<file path="config.mk">
export PLATFORM = sky130hd
export DESIGN_NAME = score_scanner
export DESIGN_NICKNAME = d
export VERILOG_FILES = /design/src/rtl/score_scanner.sv
export SDC_FILE = /design/constraint.sdc
export NUM_CORES = 1
export LEC_CHECK = 0
export BUFFER_PORTS_ARGS = -buffer_cell sky130_fd_sc_hd__buf_2
export CAP_MARGIN = 15
export CELL_PAD_IN_SITES_DETAIL_PLACEMENT = 1
export CELL_PAD_IN_SITES_GLOBAL_PLACEMENT = 2
export CORE_MARGIN = 2
export CORE_UTILIZATION = 35
export DETAILED_ROUTE_END_ITERATION = 16
export GPL_TIMING_DRIVEN = 1
export PLACE_DENSITY_LB_ADDON = 0.1
export SKIP_LAST_GASP = 1
export SLEW_MARGIN = 0
export SYNTH_ARGS = -nofsm -noshare
export SYNTH_HDL_FRONTEND = slang
export SYNTH_SLANG_ARGS = --single-unit
</file>
<file path="constraint.sdc">
create_clock -name CLOCK_50 -period 21.4 [get_ports CLOCK_50]
set_input_delay 3.21 -clock CLOCK_50 [delete_from_list [all_inputs] [get_ports CLOCK_50]]
set_output_delay 3.21 -clock CLOCK_50 [all_outputs]
set_load 0.05 [all_outputs]
</file>
<file path="src/rtl/score_scanner.sv">
`timescale 1ns/1ps
// score_scanner
//
// Scans every cell of a GRID_W x GRID_H game board held in an external
// synchronous-read RAM and reports how many cells each of four players owns,
// which player leads, and whether that lead is shared.
//
// Ports
//   CLOCK_50             in   single clock, rising edge
//   resetn               in   asynchronous active-low reset
//   start                in   request one full scan (honoured in IDLE / DONE)
//   address[14:0]        out  RAM read address {x[7:0], y[6:0]}, registered
//   q[2:0]               in   RAM read data, valid one cycle after address
//   p1..p4_count[14:0]   out  cells owned by each player
//   winner[1:0]          out  leading player index (0 = p1 .. 3 = p4)
//   tie                  out  leading count shared by two or more players
//   busy                 out  scan in progress (CLEAR/SCAN/DRAIN/DECIDE)
//   done                 out  results valid and held
module score_scanner #(
    parameter int GRID_W = 160,
    parameter int GRID_H = 120
) (
    input  logic        CLOCK_50,
    input  logic        resetn,
    input  logic        start,
    output logic [14:0] address,
    input  logic [2:0]  q,
    output logic [14:0] p1_count,
    output logic [14:0] p2_count,
    output logic [14:0] p3_count,
    output logic [14:0] p4_count,
    output logic [1:0]  winner,
    output logic        tie,
    output logic        busy,
    output logic        done
);

    typedef enum logic [2:0] {
        S_IDLE,
        S_CLEAR,
        S_SCAN,
        S_DRAIN,
        S_DECIDE,
        S_DONE
    } state_t;

    localparam logic [7:0] X_LAST = 8'(GRID_W - 1);
    localparam logic [6:0] Y_LAST = 7'(GRID_H - 1);

    state_t            state_q, state_d;
    logic [7:0]        x_q, x_d;
    logic [6:0]        y_q, y_d;
    logic              rvld_q, rvld_d;
    logic [3:0][14:0]  cnt_q, cnt_d;
    logic [1:0]        winner_q, winner_d;
    logic              tie_q, tie_d;

    logic [3:0]        hit;
    logic [2:0]        verdict;
    logic              last_cell;

    // Map a board colour to a one-hot player increment; unowned and
    // invalid colours produce no increment.
    function automatic logic [3:0] colour_hit(input logic [2:0] v);
        logic [3:0] h;
        case (v)
            3'b001:  h = 4'b0001;
            3'b010:  h = 4'b0010;
            3'b100:  h = 4'b0100;
            3'b110:  h = 4'b1000;
            default: h = 4'b0000;
        endcase
        return h;
    endfunction

    // Returns {winner, tie}. Strict '>' keeps the lowest index on equal counts.
    function automatic logic [2:0] pick_winner(input logic [3:0][14:0] c);
        logic [1:0] best;
        logic       shared;
        best = 2'd0;
        for (int i = 1; i < 4; i++) begin
            if (c[i] > c[best]) begin
                best = 2'(i);
            end
        end
        shared = 1'b0;
        for (int i = 0; i < 4; i++) begin
            if ((2'(i) != best) && (c[i] == c[best])) begin
                shared = 1'b1;
            end
        end
        return {best, shared};
    endfunction

    assign hit       = colour_hit(q);
    assign verdict   = pick_winner(cnt_q);
    assign last_cell = (x_q == X_LAST) && (y_q == Y_LAST);

    // ---- next-state / datapath ----
    always_comb begin
        state_d  = state_q;
        x_d      = x_q;
        y_d      = y_q;
        rvld_d   = 1'b0;
        cnt_d    = cnt_q;
        winner_d = winner_q;
        tie_d    = tie_q;

        // rvld_q marks that q carries the cell addressed last cycle; it is
        // only ever set by SCAN, so this covers SCAN and the DRAIN tail.
        if (rvld_q) begin
            for (int i = 0; i < 4; i++) begin
                if (hit[i]) begin
                    cnt_d[i] = cnt_q[i] + 15'd1;
                end
            end
        end

        case (state_q)
            S_IDLE: begin
                if (start) begin
                    state_d = S_CLEAR;
                end
            end
            S_CLEAR: begin
                cnt_d    = '0;
                winner_d = 2'd0;
                tie_d    = 1'b0;
                x_d      = 8'd0;
                y_d      = 7'd0;
                state_d  = S_SCAN;
            end
            S_SCAN: begin
                rvld_d = 1'b1;
                if (last_cell) begin
                    // Final address stays on the bus; its data lands in DRAIN.
                    state_d = S_DRAIN;
                end else if (y_q == Y_LAST) begin
                    x_d = x_q + 8'd1;
                    y_d = 7'd0;
                end else begin
                    y_d = y_q + 7'd1;
                end
            end
            S_DRAIN: begin
                state_d = S_DECIDE;
            end
            S_DECIDE: begin
                winner_d = verdict[2:1];
                tie_d    = verdict[0];
                state_d  = S_DONE;
            end
            S_DONE: begin
                if (start) begin
                    state_d = S_CLEAR;
                end
            end
            default: begin
                state_d = S_IDLE;
            end
        endcase
    end

    // ---- state registers ----
    always_ff @(posedge CLOCK_50 or negedge resetn) begin
        if (!resetn) begin
            state_q  <= S_IDLE;
            x_q      <= 8'd0;
            y_q      <= 7'd0;
            rvld_q   <= 1'b0;
            cnt_q    <= '0;
            winner_q <= 2'd0;
            tie_q    <= 1'b0;
        end else begin
            state_q  <= state_d;
            x_q      <= x_d;
            y_q      <= y_d;
            rvld_q   <= rvld_d;
            cnt_q    <= cnt_d;
            winner_q <= winner_d;
            tie_q    <= tie_d;
        end
    end

    assign address  = {x_q, y_q};
    assign p1_count = cnt_q[0];
    assign p2_count = cnt_q[1];
    assign p3_count = cnt_q[2];
    assign p4_count = cnt_q[3];
    assign winner   = winner_q;
    assign tie      = tie_q;
    assign busy     = (state_q == S_CLEAR) || (state_q == S_SCAN) ||
                      (state_q == S_DRAIN) || (state_q == S_DECIDE);
    assign done     = (state_q == S_DONE);

endmodule

</file>
# [Yosys cells after proc, flatten, opt, wreduce, memory -nomap -nowiden]
# Cells that the tools add are included.
[classes] bitwise=0 multipliers=0 div_mod_pow=0 n_eq_ne=22 magnitude_cmp=6 shift=0 n_reduce_logical=25 addsub=6 n_mux=32
[ops] cell="60-bit two-way mux" n=2
[ops] cell="15-bit two-way mux" n=7
[ops] cell="15-bit binary-select mux with 2-bit select" n=3
[ops] cell="15-bit by 1-bit adder with 15-bit output (second input constant)" n=4
[ops] cell="15-bit equality test" n=4
[ops] cell="15-bit greater-than comparator" n=3
[ops] cell="8-bit two-way mux" n=2
[ops] cell="4-bit one-hot mux with 4 select lines" n=1
[ops] cell="8-bit one-hot mux with 2 select lines" n=1
[ops] cell="2-bit nonzero test" n=8
[ops] cell="3-bit one-hot mux with 5 select lines" n=1
[ops] cell="7-bit two-way mux" n=2
[ops] cell="7-bit one-hot mux with 2 select lines" n=1
[ops] cell="3-bit equality test (second input constant)" n=4
[ops] cell="2-bit AND reduction" n=6
[ops] cell="3-bit by 2-bit equality test with 1-bit output (second input constant)" n=3
[ops] cell="2-bit by 3-bit < comparator with 1-bit output (second input constant)" n=3
[ops] cell="8-bit by 1-bit adder with 8-bit output (second input constant)" n=1
[ops] cell="8-bit equality test (second input constant)" n=1
[ops] cell="7-bit by 1-bit adder with 7-bit output (second input constant)" n=1
[ops] cell="7-bit equality test (second input constant)" n=1
[ops] cell="3-bit by 1-bit equality test with 1-bit output (second input constant)" n=2
[ops] cell="1-bit two-way mux" n=6
[ops] cell="3-bit two-way mux" n=2
[ops] cell="12 further kinds" n=22
[totals] in_bits=6 output_inout_bits=80 ff_bits=82 n_memories=0 latch_bits=0 ramBits=0 rom_bits=0 elab_cells=101

# [Longest topological paths before layout]
[logic_depth] word_depth=19 depth_mapped=34 mapped_depth_nobuf=27

# [Worst setup path after synthesis]
# No wires, ideal clock.
[synth_timing] kind="register to register" from="register cnt_q, in the netlist p1_count[12]" to="register tie_q (netlist: tie)" setup_time_ns=0.092 arrival_time_ns=7.489 required_ns=21.308 period_less_slack_ns=7.581 stages_incl_launch_ff=34 path_slack_ns=13.819 n_path_buf=7 path_cell_list="dfrtp_1 inv_1 ha_1 nand4_1 nor3_1 o31a_1 o21a_1 clkbuf_1 clkbuf_1 buf_1 a21oi_1 ha_1 nand4_2 nor4_4 inv_2 o21ai_0 clkbuf_1 buf_1 nand2_1 nand2_1 ha_1 a21oi_1 a31oi_1 a211o_1 o21ai_1 clkbuf_1 buf_1 nand4_1 a32oi_1 nand4_1 nor4_1 o211ai_1 o2111a_1 o31ai_2"
[synth_via] elab_chain_cells=19 word_cells_on_any_way=29 cone_classes="order compare (3); eq/ne (7); mux (14); reduce/logical (5)"
[synth_rtl] item="from (decl)" line="54" source="logic [3:0][14:0] cnt_q, cnt_d;"
[synth_rtl] item="from (signal assigned)" line="179" source="cnt_q <= cnt_d;"
[synth_rtl] item="15-bit greater-than comparator" line="82" source="if (c[i] > c[best]) begin"
[synth_rtl] item="1-bit two-way mux" line="82"
[synth_rtl] item="15-bit binary-select mux with 2-bit select" line="82"
[synth_rtl] item="15-bit two-way mux (not written as such)" line="82"
[synth_rtl] item="15-bit greater-than comparator" line="82"
[synth_rtl] item="2-bit two-way mux" line="82"
[synth_rtl] item="15-bit binary-select mux with 2-bit select" line="82"
[synth_rtl] item="15-bit two-way mux (not written as such)" line="82"
[synth_rtl] item="15-bit greater-than comparator" line="82"
[synth_rtl] item="2-bit two-way mux" line="82"
[synth_rtl] item="15-bit binary-select mux with 2-bit select" line="88" source="if ((2'(i) != best) && (c[i] == c[best])) begin"
[synth_rtl] item="15-bit two-way mux (not written as such)" line="88"
[synth_rtl] item="15-bit equality test" line="88"
[synth_rtl] item="1-bit logical AND" line="88"
[synth_rtl] item="1-bit two-way mux (3 in series)" line="88"
[synth_rtl] item="1-bit two-way mux (*)" line="88"
[synth_rtl] item="1-bit one-hot mux with 2 select lines (*)" line="119" source="case (state_q)"
[synth_rtl] item="to (signal assigned)" line="181" source="tie_q <= tie_d;"
[synth_rtl] item="to (decl)" line="56" source="logic tie_q, tie_d;"
# Every way passes the cells marked *; elsewhere a longest branch is shown, timed or not. The select of a mux whose other input is x is not followed.
# A chain may end at the register's enable or synchronous reset.

# [Worst setup path in the final report]
[layout_timing] from="register cnt_q, in the netlist p1_count[6]" to="register tie_q (netlist: tie)"
# The elaborated chain is that of the path after synthesis.

==> flow_summary_export.csv <==
group,metric,value,unit
yosys,ys_seq_elements,82,
global_route,gr-usage-all-layers,0.280,
floorplan,num_rows,50,
clock_network,clockRootBuffer,"sky130_fd_sc_hd__clkbuf_16",
yosys,syn-mean-instance-area,8.12,µm²
clock_network,cts_tree,"done",
sta,final.min_clock_period,9000,ps
floorplan,die_x,142,µm
setup_path,crit_path_top_delay_cell,"sky130_fd_sc_hd__o221ai_1",
setup_path,timing.critical_path.slowest_cell_delay,910,ps
clock_network,clock_tree.htree_level_count,3,
setup_path,regToRegStartpoint,"p1_count[6]",
global_route,grt_max_degree,52,
floorplan,floorplan.die_area,20200,µm²
global_route,antenna_found_initial,0,
routing,num_vias,6709,
final_layout,layout-drive-gt1-share,0.131,
yosys,async_reset_ff_frac,1.00,
clock_network,cts-root-to-sink-buffers,2,
placed_design,dp.final_hpwl,21600,µm
floorplan,core_area,18700,µm²
setup_path,cpLargestDelayFamily,"compound AO/OA/AOI/OAI gates",
final_layout,areaGrowthSynthToFinish,14.4,%
setup_path,cp_num_buf_inv,4,
sta,timing.final.max_slew_violations,0,
sta,final.period_utilization,0.421,
sta,max_slew_margin,0.235,
clock_network,holdBufCountCts,0,
global_route,grt_overflow_total,0,
job,timing.max_cap.violations,0,
sta,setup_violations,0,
clock_network,worst_skew_pair.late_latency,360,ps
yosys,yosysWarnings,0,
placed_design,placedInstanceArea,7310,µm²
yosys,post_synthesis_instance_total,822,
routing,dr.first_iter.drc_count,418,
final_layout,post-route-util,0.408,
floorplan,pin_count,86,
sta,hold_viol,0,
setup_path,timing.reg2reg.worst_path_depth,27,
yosys,count_of_flip_flops_with_a_built_in_enable_after_synthesis,0,
yosys,synth_seq_area_share,0.307,
sta,skew,9.88,ps
global_route,number_of_global_route_vias_before_repair,6905,
yosys,yosys_most_used_dff,"sky130_fd_sc_hd__dfrtp_1",
setup_path,worstPathRequired,21670,ps
clock_network,cts-buffers-inserted,9,
floorplan,initial_core_utilization,0.357,
sta,max_freq,0.111,GHz
yosys,synthesized_area,6670,µm²
setup_path,worstSetupStartpointType,"register",
floorplan,dieHeight,142,µm
worst_hold_path,hold_class,"register to register",
final_layout,final_net_count,950,
routing,post_drt_wl_per_cell,24.3,µm
placed_design,gpl.final_weighted_congestion,0.985,
placed_design,port-buffer-count,85,
routing,vias_per_cell,5.93,
final_layout,num_antenna_cells,0,
setup_path,crit_path_start,"p1_count[6]",
setup_path,critical_path_peak_fanout,31,
setup_path,cpMostUsedCell,"sky130_fd_sc_hd__ha_1",
setup_path,worst-setup-path-type,"register to register",
routing,drt.antenna.violating_nets,0,
routing,detail_route.first_pass.iterations,5,
setup_path,critPathArrivalTime,9270,ps
sta,max_slew.worst_pin.slew,1150,ps
clock_network,path_clk_slew,60,ps
setup_path,setup.reg_to_reg.worst_slack,12400,ps
yosys,synth_fp_nets,879,
routing,routed_wl,27500,µm
global_route,grt_first_pass_wirelength,42200,µm
status,run_status,"finished clean",
yosys,synth.distinct_cells,62,
clock_network,count_of_instances_resized_after_the_clock_tree_is_built,0,
sta,rsz0062_at_grt,"false",
setup_path,worst_setup_path_endpoint,"tie",
setup_path,crit_path_end_kind,"register",
clock_network,post-cts-setup-buffer-count,0,
clock_network,clkSinkCount,82,
setup_path,cp_num_cells,27,
sta,hold_slack,525,ps
routing,detail_route.drc_violations,0,
setup_path,critical_path.reg2reg.endpoint,"tie",
sta,fin_setup_tns,0,ps
final_layout,final_design_area_no_fill,7630,µm²
-- routing by layer --
layer,vias to the layer above,GRT usage,part of all wire
li1,3092,-,-
met1,3378,0.368,0.45
met2,192,0.458,0.47
met3,47,0.0515,0.051
met4,0,0.108,0.031
met5,-,0,0
-- sequential cells by signal, indices dropped and copies added (netlist names) --
name / count
p1_count: 15
p2_count: 15
p3_count: 15
p4_count: 15
x_q: 8
y_q: 7
state_q: 3
winner: 2
rvld_q: 1
tie: 1
-- worst min path at each step --
stage,from,to,cells after the start
2_1_floorplan,state_q[1],state_q[2],2
3_3_place_gp,winner[1],winner[1],2
3_5_place_dp,winner[1],winner[1],2
4_1_cts,winner[1],winner[1],2
5_1_grt,winner[0],winner[0],2
6_report,winner[1],winner[1],2
-- stage by stage --
stage                     worst slack [ps]  std cells
after floorplan                      13820        822
after global placement               12690       1116
after detailed placement             12580       1116
after CTS                            12540       1132
after global routing                 11840       1132
final                                12400       1132
-- layout make-up --
cell class                 count  area, µm²
fill                        2316      11100
tap                          234        293
timing repair buffer          91        473
inverter                      39        146
clock buffer                  11        233
clock inverter                 5       85.1
sequential                    82       2050
multi-input combinational    670       4350
-- cell families after synthesis --
group | after synthesis | share of synthesized area
xor+xnor | 90 | 0.118
simple gates | 329 | 0.230
compound gates | 192 | 0.194
fa+ha+maj | 51 | 0.0956
flops | 82 | 0.307
mux | 8 | 0.0120
buf+inv | 70 | 0.0420
-- placed cells by master, fill, tap and decap left out, types with 3 or more instances in the layout --
cell type / Yosys / routed
sky130_fd_sc_hd__nor2_1: 103 / 103
sky130_fd_sc_hd__nand2_1: 95 / 95
sky130_fd_sc_hd__buf_2: 2 / 84
sky130_fd_sc_hd__dfrtp_1: 82 / 82
sky130_fd_sc_hd__a21oi_1: 55 / 55
sky130_fd_sc_hd__xnor2_1: 54 / 54
sky130_fd_sc_hd__ha_1: 51 / 51
sky130_fd_sc_hd__o21ai_0: 43 / 42
sky130_fd_sc_hd__inv_1: 36 / 36
sky130_fd_sc_hd__xor2_1: 36 / 36
sky130_fd_sc_hd__nand3_1: 34 / 34
sky130_fd_sc_hd__or3_1: 21 / 21
sky130_fd_sc_hd__nand4_1: 20 / 20
sky130_fd_sc_hd__nor3_1: 16 / 16
sky130_fd_sc_hd__and3_1: 12 / 12
sky130_fd_sc_hd__nor4_1: 10 / 10
sky130_fd_sc_hd__o311ai_1: 9 / 9
sky130_fd_sc_hd__clkbuf_16: 0 / 9
sky130_fd_sc_hd__o21a_1: 8 / 8
sky130_fd_sc_hd__mux2i_1: 8 / 8
sky130_fd_sc_hd__o211ai_1: 8 / 8
sky130_fd_sc_hd__a2bb2oi_1: 7 / 7
sky130_fd_sc_hd__buf_4: 0 / 7
sky130_fd_sc_hd__a21o_1: 6 / 6
sky130_fd_sc_hd__a22oi_1: 5 / 5
sky130_fd_sc_hd__nand3b_1: 4 / 4
sky130_fd_sc_hd__a211oi_1: 4 / 4
sky130_fd_sc_hd__o221ai_1: 4 / 4
sky130_fd_sc_hd__and2_1: 5 / 4
sky130_fd_sc_hd__o2111ai_1: 4 / 4
sky130_fd_sc_hd__o2bb2ai_1: 4 / 4
sky130_fd_sc_hd__o311a_1: 4 / 4
sky130_fd_sc_hd__o31a_1: 3 / 3
sky130_fd_sc_hd__a32oi_1: 3 / 3
sky130_fd_sc_hd__o22ai_1: 3 / 3
-- synth_stat cells (2+ instances only) --
cell | count | area [µm²]
sky130_fd_sc_hd__nor3_1 | 16 | 80.1
sky130_fd_sc_hd__buf_2 | 2 | 10.0
sky130_fd_sc_hd__o311ai_1 | 9 | 78.8
sky130_fd_sc_hd__o311ai_2 | 2 | 32.5
sky130_fd_sc_hd__nand3b_1 | 4 | 30.0
sky130_fd_sc_hd__buf_1 | 7 | 26.3
sky130_fd_sc_hd__ha_1 | 51 | 638
sky130_fd_sc_hd__buf_6 | 2 | 22.5
sky130_fd_sc_hd__xor2_1 | 36 | 315
sky130_fd_sc_hd__nand4_1 | 20 | 125
sky130_fd_sc_hd__mux2i_1 | 8 | 80.1
sky130_fd_sc_hd__and3_1 | 12 | 75.1
sky130_fd_sc_hd__o21a_1 | 8 | 60.1
sky130_fd_sc_hd__a32oi_1 | 3 | 26.3
sky130_fd_sc_hd__a31oi_1 | 2 | 12.5
sky130_fd_sc_hd__or3_1 | 21 | 131
sky130_fd_sc_hd__o21ai_1 | 3 | 15.0
sky130_fd_sc_hd__a21oi_1 | 55 | 275
sky130_fd_sc_hd__a41oi_1 | 2 | 17.5
sky130_fd_sc_hd__o211ai_1 | 8 | 60.1
sky130_fd_sc_hd__o221ai_1 | 4 | 35.0
sky130_fd_sc_hd__nor2_1 | 103 | 387
sky130_fd_sc_hd__o22ai_1 | 3 | 18.8
sky130_fd_sc_hd__a22oi_1 | 5 | 37.5
sky130_fd_sc_hd__a211oi_1 | 4 | 30.0
sky130_fd_sc_hd__nor4_1 | 10 | 62.6
sky130_fd_sc_hd__o31a_1 | 3 | 26.3
sky130_fd_sc_hd__nand3_1 | 34 | 170
sky130_fd_sc_hd__nand4b_1 | 2 | 17.5
sky130_fd_sc_hd__a2bb2oi_1 | 7 | 61.3
sky130_fd_sc_hd__xnor2_1 | 54 | 473
sky130_fd_sc_hd__clkbuf_1 | 20 | 75.1
sky130_fd_sc_hd__a21o_1 | 6 | 45.0
sky130_fd_sc_hd__o21ai_0 | 43 | 215
sky130_fd_sc_hd__dfrtp_1 | 82 | 2050
sky130_fd_sc_hd__clkinv_1 | 2 | 7.51
sky130_fd_sc_hd__inv_1 | 36 | 135
sky130_fd_sc_hd__a21boi_0 | 2 | 15.0
sky130_fd_sc_hd__and2_1 | 5 | 31.3
sky130_fd_sc_hd__o2bb2ai_1 | 4 | 35.0
sky130_fd_sc_hd__nand2_1 | 95 | 357
sky130_fd_sc_hd__o311a_1 | 4 | 40.0
sky130_fd_sc_hd__o2111ai_1 | 4 | 35.0
-- worst min-delay path, stage by stage (launching register included) --
cell	delay, ps
sky130_fd_sc_hd__dfrtp_1	360
sky130_fd_sc_hd__nand2_1	50
sky130_fd_sc_hd__o21ai_0	70
Power is not shown: default switching activity piles up to over one toggle a cycle in this logic, so the estimate is an artifact.
